$ cat src/rtl/addr_gen_2d_pkg.sv
// Shared types for the 2-D address sequencer: FSM states, sweep modes and counter sizing.
package addr_gen_pkg;

    typedef enum logic [1:0] {ST_IDLE, ST_RUN, ST_GAP, ST_DONE} state_t;

    localparam logic MODE_ROW = 1'b0;
    localparam logic MODE_COL = 1'b1;

    // Counters must be able to hold their own limit value, not just limit-1.
    function automatic int cnt_width(input int a, input int b, input int c);
        int m;
        m = a;
        if (b > m) m = b;
        if (c > m) m = c;
        return $clog2(m + 1);
    endfunction

endpackage

$ cat src/rtl/addr_gen_2d_if.sv
// Controller-side handshake and RAM address bus of addr_gen_2d.
// ADDR_GEN_2D_REVERSE_EN adds the i_reverse request bit.
interface addr_gen_2d_if #(parameter int ADDR_WIDTH = 12);

    logic                  i_start;
    logic                  i_en;
    logic                  i_mode;
    logic [ADDR_WIDTH-1:0] i_base;
`ifdef ADDR_GEN_2D_REVERSE_EN
    logic                  i_reverse;
`endif
    logic [ADDR_WIDTH-1:0] o_addr;
    logic                  o_valid;
    logic                  o_last_inner;
    logic                  o_done;
    logic                  o_busy;

    modport master (
`ifdef ADDR_GEN_2D_REVERSE_EN
        output i_reverse,
`endif
        output i_start, i_en, i_mode, i_base,
        input  o_addr, o_valid, o_last_inner, o_done, o_busy
    );

    modport slave (
`ifdef ADDR_GEN_2D_REVERSE_EN
        input  i_reverse,
`endif
        input  i_start, i_en, i_mode, i_base,
        output o_addr, o_valid, o_last_inner, o_done, o_busy
    );

endinterface

$ cat src/rtl/addr_gen_2d_cnt.sv
// Enabled up/down counter with runtime limit; wraps to its start value after the terminal count.
module addr_gen_cnt #(
    parameter int WIDTH = 4
) (
    input  logic             clk,
    input  logic             rst,
    input  logic             clr,
    input  logic             en,
    input  logic             down,
    input  logic [WIDTH-1:0] limit,
    output logic             term
);

    localparam logic [WIDTH-1:0] ONE = WIDTH'(1);

    logic [WIDTH-1:0] count;
    logic [WIDTH-1:0] first;
    logic [WIDTH-1:0] last;

    always_comb begin
        first = down ? limit - ONE : '0;
        last  = down ? '0 : limit - ONE;
    end

    assign term = (count == last);

    always_ff @(posedge clk) begin
        if (rst)
            count <= '0;
        else if (clr)
            count <= first;
        else if (en)
            count <= term ? first : (down ? count - ONE : count + ONE);
    end

endmodule

$ cat src/rtl/addr_gen_2d.sv
// Row-/column-major 2-D address sequencer with inter-line bubbles for MAC drain.
// Optional macro ADDR_GEN_2D_REVERSE_EN: descending outer index (BPTT order).
module addr_gen_2d
    import addr_gen_pkg::*;
#(
    parameter int ADDR_WIDTH = 12,
    parameter int ROWS       = 53,
    parameter int COLS       = 7,
    parameter int GAP        = 1
) (
    input  logic         clk,
    input  logic         rst,
    addr_gen_2d_if.slave bus
);

    localparam int CW = cnt_width(ROWS, COLS, GAP);
    localparam logic [CW-1:0] ROWS_C = CW'(ROWS);
    localparam logic [CW-1:0] COLS_C = CW'(COLS);
    localparam logic [CW-1:0] GAP_C  = CW'((GAP > 0) ? GAP : 1);

    localparam logic [ADDR_WIDTH-1:0] ONE_A        = ADDR_WIDTH'(1);
    localparam logic [ADDR_WIDTH-1:0] COLS_A       = ADDR_WIDTH'(COLS);
    localparam logic [ADDR_WIDTH-1:0] LAST_ROW_OFS = ADDR_WIDTH'((ROWS - 1) * COLS);
    localparam logic [ADDR_WIDTH-1:0] LAST_COL_OFS = ADDR_WIDTH'(COLS - 1);

    state_t                state;
    logic                  mode_r;
    logic                  rev_r;
    logic [ADDR_WIDTH-1:0] addr;
    logic [ADDR_WIDTH-1:0] line;

    logic                  rev_in;
    logic                  mode_sel;
    logic                  rev_sel;
    logic [CW-1:0]         inner_len;
    logic [CW-1:0]         outer_len;
    logic [ADDR_WIDTH-1:0] inner_step;
    logic [ADDR_WIDTH-1:0] outer_step;
    logic [ADDR_WIDTH-1:0] line_next;
    logic [ADDR_WIDTH-1:0] start_addr;
    logic                  start_ok;
    logic                  beat;
    logic                  inner_term;
    logic                  outer_term;
    logic                  gap_term;

`ifdef ADDR_GEN_2D_REVERSE_EN
    assign rev_in = bus.i_reverse;
`else
    assign rev_in = 1'b0;
`endif

    // In IDLE the counters are cleared against the live request so their start value matches the latched mode.
    always_comb begin
        mode_sel   = (state == ST_IDLE) ? bus.i_mode : mode_r;
        rev_sel    = (state == ST_IDLE) ? rev_in : rev_r;
        inner_len  = (mode_sel == MODE_COL) ? ROWS_C : COLS_C;
        outer_len  = (mode_sel == MODE_COL) ? COLS_C : ROWS_C;
        inner_step = (mode_r == MODE_COL) ? COLS_A : ONE_A;
        outer_step = (mode_r == MODE_COL) ? ONE_A : COLS_A;
        line_next  = rev_r ? line - outer_step : line + outer_step;
        start_addr = bus.i_base;
        if (rev_in)
            start_addr = bus.i_base + ((bus.i_mode == MODE_COL) ? LAST_COL_OFS : LAST_ROW_OFS);
    end

    assign start_ok = (state == ST_IDLE) && bus.i_start;
    assign beat     = (state == ST_RUN) && bus.i_en;

    addr_gen_cnt #(.WIDTH(CW)) u_inner (
        .clk(clk), .rst(rst), .clr(start_ok), .en(beat),
        .down(1'b0), .limit(inner_len), .term(inner_term)
    );

    addr_gen_cnt #(.WIDTH(CW)) u_outer (
        .clk(clk), .rst(rst), .clr(start_ok), .en(beat && inner_term),
        .down(rev_sel), .limit(outer_len), .term(outer_term)
    );

    addr_gen_cnt #(.WIDTH(CW)) u_gap (
        .clk(clk), .rst(rst), .clr(start_ok), .en((state == ST_GAP) && bus.i_en),
        .down(1'b0), .limit(GAP_C), .term(gap_term)
    );

    // The address only ever steps by a constant; line holds the start of the current inner sweep.
    always_ff @(posedge clk) begin
        if (rst) begin
            state  <= ST_IDLE;
            addr   <= '0;
            line   <= '0;
            mode_r <= MODE_ROW;
            rev_r  <= 1'b0;
        end else begin
            case (state)
                ST_IDLE: begin
                    if (bus.i_start) begin
                        mode_r <= bus.i_mode;
                        rev_r  <= rev_in;
                        addr   <= start_addr;
                        line   <= start_addr;
                        state  <= ST_RUN;
                    end
                end
                ST_RUN: begin
                    if (bus.i_en) begin
                        if (!inner_term) begin
                            addr <= addr + inner_step;
                        end else if (outer_term) begin
                            state <= ST_DONE;
                        end else if (GAP > 0) begin
                            state <= ST_GAP;
                        end else begin
                            addr <= line_next;
                            line <= line_next;
                        end
                    end
                end
                ST_GAP: begin
                    if (bus.i_en && gap_term) begin
                        addr  <= line_next;
                        line  <= line_next;
                        state <= ST_RUN;
                    end
                end
                ST_DONE: state <= ST_IDLE;
                default: state <= ST_IDLE;
            endcase
        end
    end

    assign bus.o_addr       = addr;
    assign bus.o_valid      = beat;
    assign bus.o_last_inner = beat && inner_term;
    assign bus.o_done       = (state == ST_DONE);
    assign bus.o_busy       = (state != ST_IDLE);

endmodule

$ cat src/flat_wrapper.sv
// flat-port wrapper written by rule: the top's interface ports become plain ports
module addr_gen_2d_flat import addr_gen_pkg::*;
#(
    parameter int ADDR_WIDTH = 12,
    parameter int ROWS       = 53,
    parameter int COLS       = 7,
    parameter int GAP        = 1
)
  (clk, rst, bus_i_start, bus_i_en, bus_i_mode, bus_i_base, bus_o_addr, bus_o_valid, bus_o_last_inner, bus_o_done, bus_o_busy);
  addr_gen_2d_if #(.ADDR_WIDTH(ADDR_WIDTH)) bus_i ();
  input  logic clk;
  input  logic rst;
  input wire logic [$bits(bus_i.i_start)-1:0] bus_i_start;
  input wire logic [$bits(bus_i.i_en)-1:0] bus_i_en;
  input wire logic [$bits(bus_i.i_mode)-1:0] bus_i_mode;
  input wire logic [$bits(bus_i.i_base)-1:0] bus_i_base;
  output wire logic [$bits(bus_i.o_addr)-1:0] bus_o_addr;
  output wire logic [$bits(bus_i.o_valid)-1:0] bus_o_valid;
  output wire logic [$bits(bus_i.o_last_inner)-1:0] bus_o_last_inner;
  output wire logic [$bits(bus_i.o_done)-1:0] bus_o_done;
  output wire logic [$bits(bus_i.o_busy)-1:0] bus_o_busy;
  assign bus_i.i_start = bus_i_start;
  assign bus_i.i_en = bus_i_en;
  assign bus_i.i_mode = bus_i_mode;
  assign bus_i.i_base = bus_i_base;
  assign bus_o_addr = bus_i.o_addr;
  assign bus_o_valid = bus_i.o_valid;
  assign bus_o_last_inner = bus_i.o_last_inner;
  assign bus_o_done = bus_i.o_done;
  assign bus_o_busy = bus_i.o_busy;
  addr_gen_2d #(.ADDR_WIDTH(ADDR_WIDTH), .ROWS(ROWS), .COLS(COLS), .GAP(GAP)) u_core (.clk(clk), .rst(rst), .bus(bus_i));
endmodule
$ cat config.mk
export PLATFORM = sky130hd
export DESIGN_NAME = addr_gen_2d_flat
export DESIGN_NICKNAME = d
export VERILOG_FILES = /design/src/rtl/addr_gen_2d_pkg.sv /design/src/rtl/addr_gen_2d_if.sv /design/src/rtl/addr_gen_2d_cnt.sv /design/src/rtl/addr_gen_2d.sv /design/src/flat_wrapper.sv
export SDC_FILE = /design/constraint.sdc
export NUM_CORES = 1
export LEC_CHECK = 0
export CORE_MARGIN = 10
export CORE_UTILIZATION = 51
export DETAILED_ROUTE_END_ITERATION = 8
export GPL_TIMING_DRIVEN = 0
export PLACE_DENSITY = 0.76
export SYNTH_ARGS = -nofsm -noshare
export SYNTH_HDL_FRONTEND = slang
export SYNTH_SLANG_ARGS = --single-unit
$ cat constraint.sdc
create_clock -name clk -period 2.2 [get_ports clk]
set_clock_uncertainty 0.1 [all_clocks]
set_input_delay 0.66 -clock clk [delete_from_list [all_inputs] [get_ports clk]]
set_output_delay 0.66 -clock clk [all_outputs]
set_load 0.1 [all_outputs]
== After elaboration in Yosys (flattened, before gate mapping) ==
Index checks and enable logic that the tools add are counted.

* Bits in registers: 45
* Input bits: 17
* Output and inout bits: 16
* Word-level logic and storage cells: 62

* $add $sub $neg: 7
* Equality and inequality tests: 10
* Mux-type cells: 22
* Reduce and logical (&&, ||, !) cells: 16

{| class="wikitable"
|+ Operators by type and width
! kind !! number
|-
| 2-to-1 mux 12 bit || 4
|-
| 2-to-1 mux 6 bit || 7
|-
| case mux 12 bit (3 select lines) || 1
|-
| adder 12 bit || 2
|-
| case mux 12 bit (2 select lines) || 1
|-
| adder 6 x 1 -> 6 bit (second input constant) || 3
|-
| equality test 6 bit || 2
|-
| subtractor 6 x 1 -> 6 bit (second input constant) || 2
|-
| 2-to-1 mux 2 bit || 4
|-
| != test 2 bit (second input constant) || 4
|-
| case mux 2 bit (4 select lines) || 1
|-
| zero test 6 bit || 1
|-
| 2-to-1 mux 3 bit || 2
|-
| nonzero test 2 bit || 3
|-
| logical AND 1 bit || 5
|-
| AND reduction 5 bit || 1
|-
| equality test 2 bit (second input constant) || 2
|-
| AND reduction 4 bit || 1
|-
| AND reduction 3 bit || 1
|-
| nonzero test 3 bit || 1
|-
| equality test 2 x 1 -> 1 bit (second input constant) || 1
|-
| zero test 2 bit || 1
|-
| 2-to-1 mux 1 bit || 2
|-
| != test 2 x 1 -> 1 bit (second input constant) || 1
|-
| 2 further kinds || 2
|}

== Depth between registers and ports, before layout ==
Gate-level depths: netlist of run 1.

* Depth after elaboration: 9
* Depth in mapped cells: 11

== By module ==
A second synthesis of run 1 with hierarchy kept.

* Cells, all modules: 578
* Area, all modules: 4476.8 µm²

{| class="wikitable"
|+ Modules (own cells, without submodules)
! module !! instances !! cells each !! area each (µm²) !! sequential area each (µm²)
|-
| addr_gen_cnt || 3 || 102 || 775.7 || 120.1
|-
| addr_gen_2d || 1 || 272 || 2149.6 || 540.5
|}

== Least setup slack after synthesis of run 1 ==
Ideal clock, no wire load.

* Path type: reg-to-output
* Start point: register u_core.state[1]
* End point: output bus_o_last_inner
* Arrival: 2740 ps
* Required time: 1440 ps
* Path slack: -1300 ps
* Stages on the path, launching flop included: 8
* Buffers on the path: 1
* Path through: dfxtp_1 -> inv_1 -> ha_1 -> clkbuf_1 -> nand2_1 -> inv_1 -> nand3_1 -> inv_1

* Elaborated cells between the ends (all ways): 8
* Those cells by class: add/sub: 1; eq/ne: 2; mux: 2; reduce/logical: 3

{| class="wikitable"
|+ RTL lines
! element !! line !! RTL
|-
| start: declaration || addr_gen_2d.sv:26 || <nowiki>state_t state;</nowiki>
|-
| start signal: assignment || addr_gen_2d.sv:88 || <nowiki>state <= ST_IDLE;</nowiki>
|-
| start signal: assignment || addr_gen_2d.sv:101 || <nowiki>state <= ST_RUN;</nowiki>
|-
| start signal: assignment || addr_gen_2d.sv:109 || <nowiki>state <= ST_DONE;</nowiki>
|-
| equality test 2 x 1 -> 1 bit || addr_gen_2d.sv:68 || <nowiki>assign beat = (state == ST_RUN) && bus.i_en;</nowiki>
|-
| logical AND 1 bit || addr_gen_2d.sv:68 ||
|-
| via bus_o_valid || flat_wrapper.sv:18 || <nowiki>output wire logic [$bits(bus_i.o_valid)-1:0] bus_o_valid;</nowiki>
|-
| logical AND 1 bit || addr_gen_2d.sv:133 || <nowiki>assign bus.o_last_inner = beat && inner_term;</nowiki>
|-
| end: declaration || flat_wrapper.sv:19 || <nowiki>output wire logic [$bits(bus_i.o_last_inner)-1:0] bus_o_last_inner;</nowiki>
|}

The timed path passes the listed nets, and every way through them passes these cells.

== Final worst setup path of run 1 ==
* Start point: register u_core.state[1]
* End point: output bus_o_last_inner

* Word-level cells in the longest chain between the ends: 6
* Elaborated cells between the ends (all ways): 8
* Those cells by class: add/sub: 1; eq/ne: 2; mux: 2; reduce/logical: 3

{| class="wikitable"
|+ Ends and longest elaborated chain
! element !! line !! RTL
|-
| zero test 2 bit || addr_gen_2d.sv:55 || <nowiki>mode_sel = (state == ST_IDLE) ? bus.i_mode : mode_r;</nowiki>
|-
| 2-to-1 mux 1 bit || addr_gen_2d.sv:55 ||
|-
| 2-to-1 mux 6 bit || addr_gen_2d.sv:57 || <nowiki>inner_len = (mode_sel == MODE_COL) ? ROWS_C : COLS_C;</nowiki>
|-
| subtractor 6 x 1 -> 6 bit || - ||
|-
| equality test 6 bit || addr_gen_2d_cnt.sv:25 || <nowiki>assign term = (count == last);</nowiki>
|-
| logical AND 1 bit * || addr_gen_2d.sv:133 ||
|}

Mark *: on every way between the ends. The rest lies on a longest branch, timed or not.

==> results of run 1 <==
synthesized netlist by cell type, drive strengths merged, types with 2 or more instances:
library cell	count
nand2	49
nor2	47
dfxtp	45
a21oi	40
clkbuf	14
o21ai	14
xor2	14
ha	12
inv	12
or3	12
nand3	11
xnor2	11
a221oi	9
a211oi	7
nand4	7
nor2b	6
o31ai	6
buf	5
nor3	5
a22oi	4
mux2i	4
nand2b	4
o211ai	4
nand3b	3
or4	3
a211o	2
a21o	2
and2	2
and3	2
clkinv	2
fa	2
nor3b	2
nor4	2
worst max-delay path by stage:
stage	to	cells after the start	startpoint
floorplan	bus_o_last_inner	7	u_core.state[1]
global placement	bus_o_last_inner	6	bus_i_mode
detailed placement	bus_o_last_inner	6	bus_i_mode
finish	bus_o_last_inner	7	u_core.state[1]
global route	bus_o_last_inner	7	u_core.state[1]
CTS	bus_o_last_inner	8	u_core.state[0]
power breakdown:
part | total, mW | switching, mW | internal [mW]
combinational | 1.07 | 0.676 | 0.398
clock | 0.677 | 0.308 | 0.370
sequential | 0.966 | 0.0811 | 0.885
metal layers:
metal / track usage / up-vias
met2: 0.344 / 109
met4: 0.0835 / 0
met5: 0 / -
met3: 0.0408 / 20
met1: 0.215 / 1435
li1: - / 1468
repair_timing:
item / CTS / global route
resized for setup: 108 / 22
buffers inserted: 20 / 6
pin swaps: 24 / 9
gates cloned: 2 / 0
hold buffers: 0 / 0
hold endpoints to repair: 0 / 0
setup endpoints to repair: 51 / 37
kinds of logic (layout without fill, tap and decap cells):
group,after synthesis,count (layout),synth area share
multiplexers,5,5,0.0232
adder cells (fa/ha/maj),14,14,0.0652
XOR/XNOR,25,25,0.0751
buffers and inverters,33,95,0.0485
AND/OR/NAND/NOR,161,161,0.267
flip-flops,45,45,0.309
AO/OA/AOI/OAI,95,95,0.212
through the flow:
stage,area (sq um),total power [mW]
2_1_floorplan,3010,1.65
3_3_place_gp,3420,1.87
3_5_place_dp,3420,1.89
4_1_cts,3850,2.67
5_1_grt,3960,2.82
6_report,3960,2.72
registers in the layout, indices dropped and copies added, names as in the netlist:
register and cells:
u_core.u_outer.count 6, u_core.line 12, u_core.bus.o_addr 12, u_core.u_inner.count 6
u_core.mode_r 1, u_core.state 2, u_core.u_gap.count 6
cell type report:
| class | count | area [sq um] |
|---|---|---|
| Tap cell | 72 | 90.1 |
| Sequential cell | 45 | 928 |
| Timing Repair Buffer | 58 | 583 |
| Clock buffer | 6 | 82.6 |
| Inverter | 14 | 63.8 |
| Clock inverter | 2 | 37.5 |
| Fill cell | 430 | 1580 |
| Buffer | 15 | 77.6 |
| Multi-Input combinational cell | 300 | 2100 |
worst max-delay path: stages, from the launching register on:
cell and delay (ns):
dfxtp_2 0.33, inv_2 0.07, ha_4 0.17, mux2i_4 0.30, mux2i_4 0.33, nand3_4 0.11, clkinvlp_4 0.10, buf_12 0.17
==> qor.yml, run 1 <==
outcome:
  status: "finished with violations"
  violations: "negative setup slack"
detailed_routing:
  drt-total-wl_um: 8800
  drcViolationCount: 0
  wl_met3_um: 557
  first_iter_violations: 193
  m1WireLength_um: 3480
  vias: 3032
  drtAntennaViolNets: 0
  post_drt_wl_per_cell_um: 17.2
  topRoutingLayerUsed: "met4"
  drtPass1Iterations: 4
  vias_per_cell: 5.92
  wl_met2_um: 4520
timing:
  max_clock_freq_ghz: 0.377
  relSlewSlack: 0.598
  rsz0062_at_grt: "yes"
  setup_viol: 23
  drv_slew: 0
  setup-tns-final_ns: -6.76
  fin_crit_ns: 2.65
  setup_ws_ns: -0.449
  hold-worst-slack_ns: 0.381
  worst_pin_slew_ns: 0.603
  hold_viol: 0
  min_period_over_period: 1.20
critical_path:
  worstReg2RegStart: "u_core.state[1]"
  cp-end-kind: "output pin"
  cp.arrival_ns: 1.89
  start_kind: "register"
  reg2reg_to: "u_core.bus.o_addr[2]"
  ff2ff_setup_slack_ns: -0.39
  reg2regPathDepth: 12
  path_class: "reg -> out"
  required_ns: 1.44
  worstPathMaxFanout: 2
logic_synthesis:
  synth.avg_cell_area_sq_um: 7.71
  syn_inst: 378
  ys_top_cells_by_area: "dfxtp_1 31%, a21oi_1 6.7%, nand2_1 6.2%"
  yosys.area.top_type: "dfxtp_1"
  synth.top_cell.area_share: 0.309
  yosysUniqueCellTypes: 55
  synth_ff_type: "dfxtp_1"
  synth-edff-count: 0
  synth_area_sq_um: 2920
  synth-async-reset-ratio: 0
  yosys_warnings: 0
  yosysSeqAreaShare: 0.309
  syn_nets: 409
  ys_ff_latch: 45
min_path:
  min_from: "u_core.bus.o_addr[8]"
  hp-class: "reg -> reg"
  hold-path-cell-count: 2
  min_to: "u_core.bus.o_addr[8]"
floorplanning:
  ios: 33
  placementRows: 27
  core_area_sq_um: 5540
  die_h_um: 95.6
  fp.dieArea_sq_um: 9140
  die_width_um: 95.6
  initial_core_util: 0.526
grt:
  grt_usage: 0.193
  antenna_found_initial: 0
  grt-ovfl-total: 0
  grt_first_pass_wirelength_um: 14100
  grt_pass1_vias: 2978
  grt_max_degree: 15
run:
  maxCapViolCount: 0
place:
  io_buffers: 32
  place.gp.congestion: 0.921
  post-dp-hpwl_um: 5940
  dpl.cell_count: 482
  place_ws_ns: -1.73
clock_network:
  tritoncts: "done"
  max-clock-path-buffers: 2
  worstSkewPairLatency_ns: 0.31
  cts_num_sinks: 45
  clockRootBuffer: "clkbuf_8"
  numCtsBuffers: 5
  ctsHtreeMaxLevel: 2
  clk_transition_reported_paths_ns: 0.09
cells_and_area:
  diodes: 0
  nets: 470
  final_cell_mix: "47 x nand2_1, 46 x nor2_1, 33 x dfxtp_1"
  drive_gt1_frac: 0.255
  layout.cells.non_filler: 512
  final_common_cell: "nand2_1"
  final_util: 0.715
  area_delta_synth_final_pct: 35.8
pwr:
  powerDensity_nw_per_um2: 686
  ir_drop_v: 0.000426
  power.leakage_nw: 1.45
(Power assumes the default switching activity.)
==> run 2, diff against run 1 <==
SKIP_CTS_REPAIR_TIMING = 1   (was default)
==> run 2 against run 1 <==
The flow still finishes with violations (negative setup slack). Register-to-register slack lost 0.07 ns. Clock-buffer cell count is the same. Core utilization shrank 2.4 points. Power shrank 2.2%. First-iteration DRC count grew 9.8%. Largest cell class unchanged. Critical path type unchanged. Flip-flop and latch count is the same.
==> qor.yml, run 2 (synthesis gave the netlist of run 1 again) <==
outcome:
  status: "finished with violations"  # unchanged
  violations: "negative setup slack"  # unchanged
critical_path:
  required_ns: 1.44  # about the same
  reg2regPathDepth: 12  # unchanged
  worstPathMaxFanout: 3  # was 2
  crit_path_cell_trace: "inv_4, ha_4, buf_6, mux2i_4, mux2i_4, nand3_4, clkinvlp_4, buf_12"  # was inv_2, ha_4, mux2i_4, mux2i_4, nand3_4, clkinvlp_4, buf_12
  cp.arrival_ns: 1.95  # was 1.89 ns
  worstReg2RegStart: "u_core.state[0]"  # was u_core.state[1]
  path_class: "reg -> out"  # unchanged
  worstSetupStartpoint: "u_core.state[1]"  # unchanged
  crit_cells: 8  # was 7
  worst_path_most_repeated_cell: "mux2i_4"  # unchanged
  cp_slowest_cell: "dfxtp_4"  # was dfxtp_2
  cp-endpoint: "bus_o_last_inner"  # unchanged
  critPathBufInv: 4  # was 3
  max_stage_delay_ns: 0.37  # was 0.33 ns
  ff2ff_setup_slack_ns: -0.46  # was -0.39 ns
  reg2reg_to: "u_core.bus.o_addr[9]"  # was u_core.bus.o_addr[2]
  critPathTopFamily: "multiplexers"  # unchanged
  cp-end-kind: "output pin"  # unchanged
  start_kind: "register"  # unchanged
floorplanning:
  initial_core_util: 0.526  # unchanged
  die_h_um: 95.6  # unchanged
  ios: 33  # unchanged
  fp.dieArea_sq_um: 9140  # unchanged
  placementRows: 27  # unchanged
  die_width_um: 95.6  # unchanged
  core_area_sq_um: 5540  # unchanged
timing:
  setup_viol: 28  # was 23
  hold-worst-slack_ns: 0.396  # was 0.381 ns
  fin_crit_ns: 2.71  # was 2.65 ns
  setup_ws_ns: -0.512  # was -0.449 ns
  min_period_over_period: 1.23  # was 1.20
  drv_slew: 0  # unchanged
  max_clock_freq_ghz: 0.369  # was 0.377 GHz
  worst_pin_slew_ns: 0.548  # was 0.603 ns
  hold_viol: 0  # unchanged
  rsz0062_at_grt: "yes"  # unchanged
  relSlewSlack: 0.636  # was 0.598
detailed_routing:
  drcViolationCount: 0  # unchanged
  vias: 2988  # was 3032
  post_drt_wl_per_cell_um: 16.7  # was 17.2 um
  vias_per_cell: 5.89  # was 5.92
  drt-total-wl_um: 8460  # was 8800 um
  first_iter_violations: 212  # was 193
  drtAntennaViolNets: 0  # unchanged
  drtPass1Iterations: 5  # was 4
grt:
  grt_first_pass_wirelength_um: 12800  # was 14100 um
  grt_pass1_vias: 2766  # was 2978
  antenna_found_initial: 0  # unchanged
  grt_usage: 0.173  # was 0.193
  grt_max_degree: 15  # unchanged
  grt-ovfl-total: 0  # unchanged
cells_and_area:
  diodes: 0  # unchanged
  final_common_cell: "nand2_1"  # unchanged
  drive_gt1_frac: 0.253  # was 0.255
  final_cell_mix: "47 x nand2_1, 46 x nor2_1, 33 x dfxtp_1"  # unchanged
  nets: 465  # was 470
  final_area_sq_um: 3820  # was 3960 sq um
  area_delta_synth_final_pct: 31.2  # was 35.8%
  fill_cells: 440  # was 430
pwr:
  cellInternalPower_mw: 1.61  # was 1.65 mW
  seq_power_share: 0.364  # was 0.356
  combPwrFrac: 0.381  # was 0.395
  power.switching_mw: 1.05  # was 1.06 mW
  ir_drop_v: 0.000396  # was 0.000426 V
  clkPwrFrac: 0.255  # was 0.249
  swShare: 0.396  # was 0.392
  power.leakage_nw: 1.43  # was 1.45 nW
  powerDensity_nw_per_um2: 695  # was 686 nW/um^2
  design_power_total_mw: 2.66  # was 2.72 mW
clock_network:
  worstSkewPairLatency_ns: 0.31  # about the same
  clockRootBuffer: "clkbuf_8"  # unchanged
  ctsHtreeMaxLevel: 2  # unchanged
  clk_transition_reported_paths_ns: 0.09  # about the same
  numCtsBuffers: 5  # unchanged
  max-clock-path-buffers: 2  # unchanged
  tritoncts: "done"  # unchanged
  cts_num_sinks: 45  # unchanged
place:
  place.gp.congestion: 0.921  # unchanged
  place_area_sq_um: 3420  # unchanged
  place_ws_ns: -1.73  # unchanged
  post-dp-hpwl_um: 5940  # unchanged
  io_buffers: 32  # unchanged
min_path:
  hold-path-cell-count: 2  # unchanged
  hp-class: "reg -> reg"  # unchanged
run:
  maxCapViolCount: 0  # unchanged
==> run 2: stage by stage <==
| step | utilization | TNS (ns) | instances |
|---|---|---|---|
| floorplan | - | -2.56 | 378 |
| global placement | 0.618 | -25.80 | 482 |
| detailed placement | 0.618 | -26.74 | 482 |
| CTS | 0.640 | -20.55 | 490 |
| global route | 0.690 | -9.85 | 507 |
| finish | 0.690 | -6.72 | 507 |
==> run 2: final cells by class <==
type | instances | area [sq um] | area share
plain buffers | 16 | 87.6 | 0.0229
clock buffers | 6 | 82.6 | 0.0216
clock inverters | 2 | 37.5 | 0.00981
inverters | 14 | 68.8 | 0.0180
multi-input cells | 300 | 2090 | 0.546
flip-flops and latches | 45 | 931 | 0.243
well taps | 72 | 90.1 | 0.0236
repair buffers | 52 | 439 | 0.115
==> run 2: worst min path at each step <==
stage	start	end
floorplan	u_core.line[9]	u_core.line[9]
global placement	u_core.bus.o_addr[8]	u_core.bus.o_addr[8]
detailed placement	u_core.bus.o_addr[8]	u_core.bus.o_addr[8]
CTS	u_core.bus.o_addr[6]	u_core.bus.o_addr[6]
global route	u_core.bus.o_addr[6]	u_core.bus.o_addr[6]
finish	u_core.bus.o_addr[8]	u_core.bus.o_addr[8]
==> run 2: worst reg2reg max path: stages (launching register included) <==
cell	delay (ns)
dfxtp_4	0.40
inv_4	0.05
ha_4	0.15
buf_6	0.12
mux2i_4	0.20
buf_4	0.15
buf_6	0.11
mux2_4	0.23
o21ai_2	0.06
a211o_1	0.35
buf_6	0.16
or3_1	0.39
a21oi_2	0.13
==> run 2: power by group through the flow <==
stage | Clock, mW | Sequential [mW] | Combinational (mW)
floorplan | 0 | 1.19 | 0.460
global placement | 0 | 0.982 | 0.889
detailed placement | 0 | 0.985 | 0.902
CTS | 0.683 | 0.966 | 0.908
global route | 0.713 | 0.979 | 1.08
finish | 0.677 | 0.968 | 1.01
==> run 2: routing by layer <==
metal,vias to the layer above,share of wire,GRT usage
met1,1401,0.40,0.198
li1,1458,-,-
met5,-,0,0
met2,107,0.51,0.304
met3,22,0.059,0.0385
met4,0,0.027,0.0713
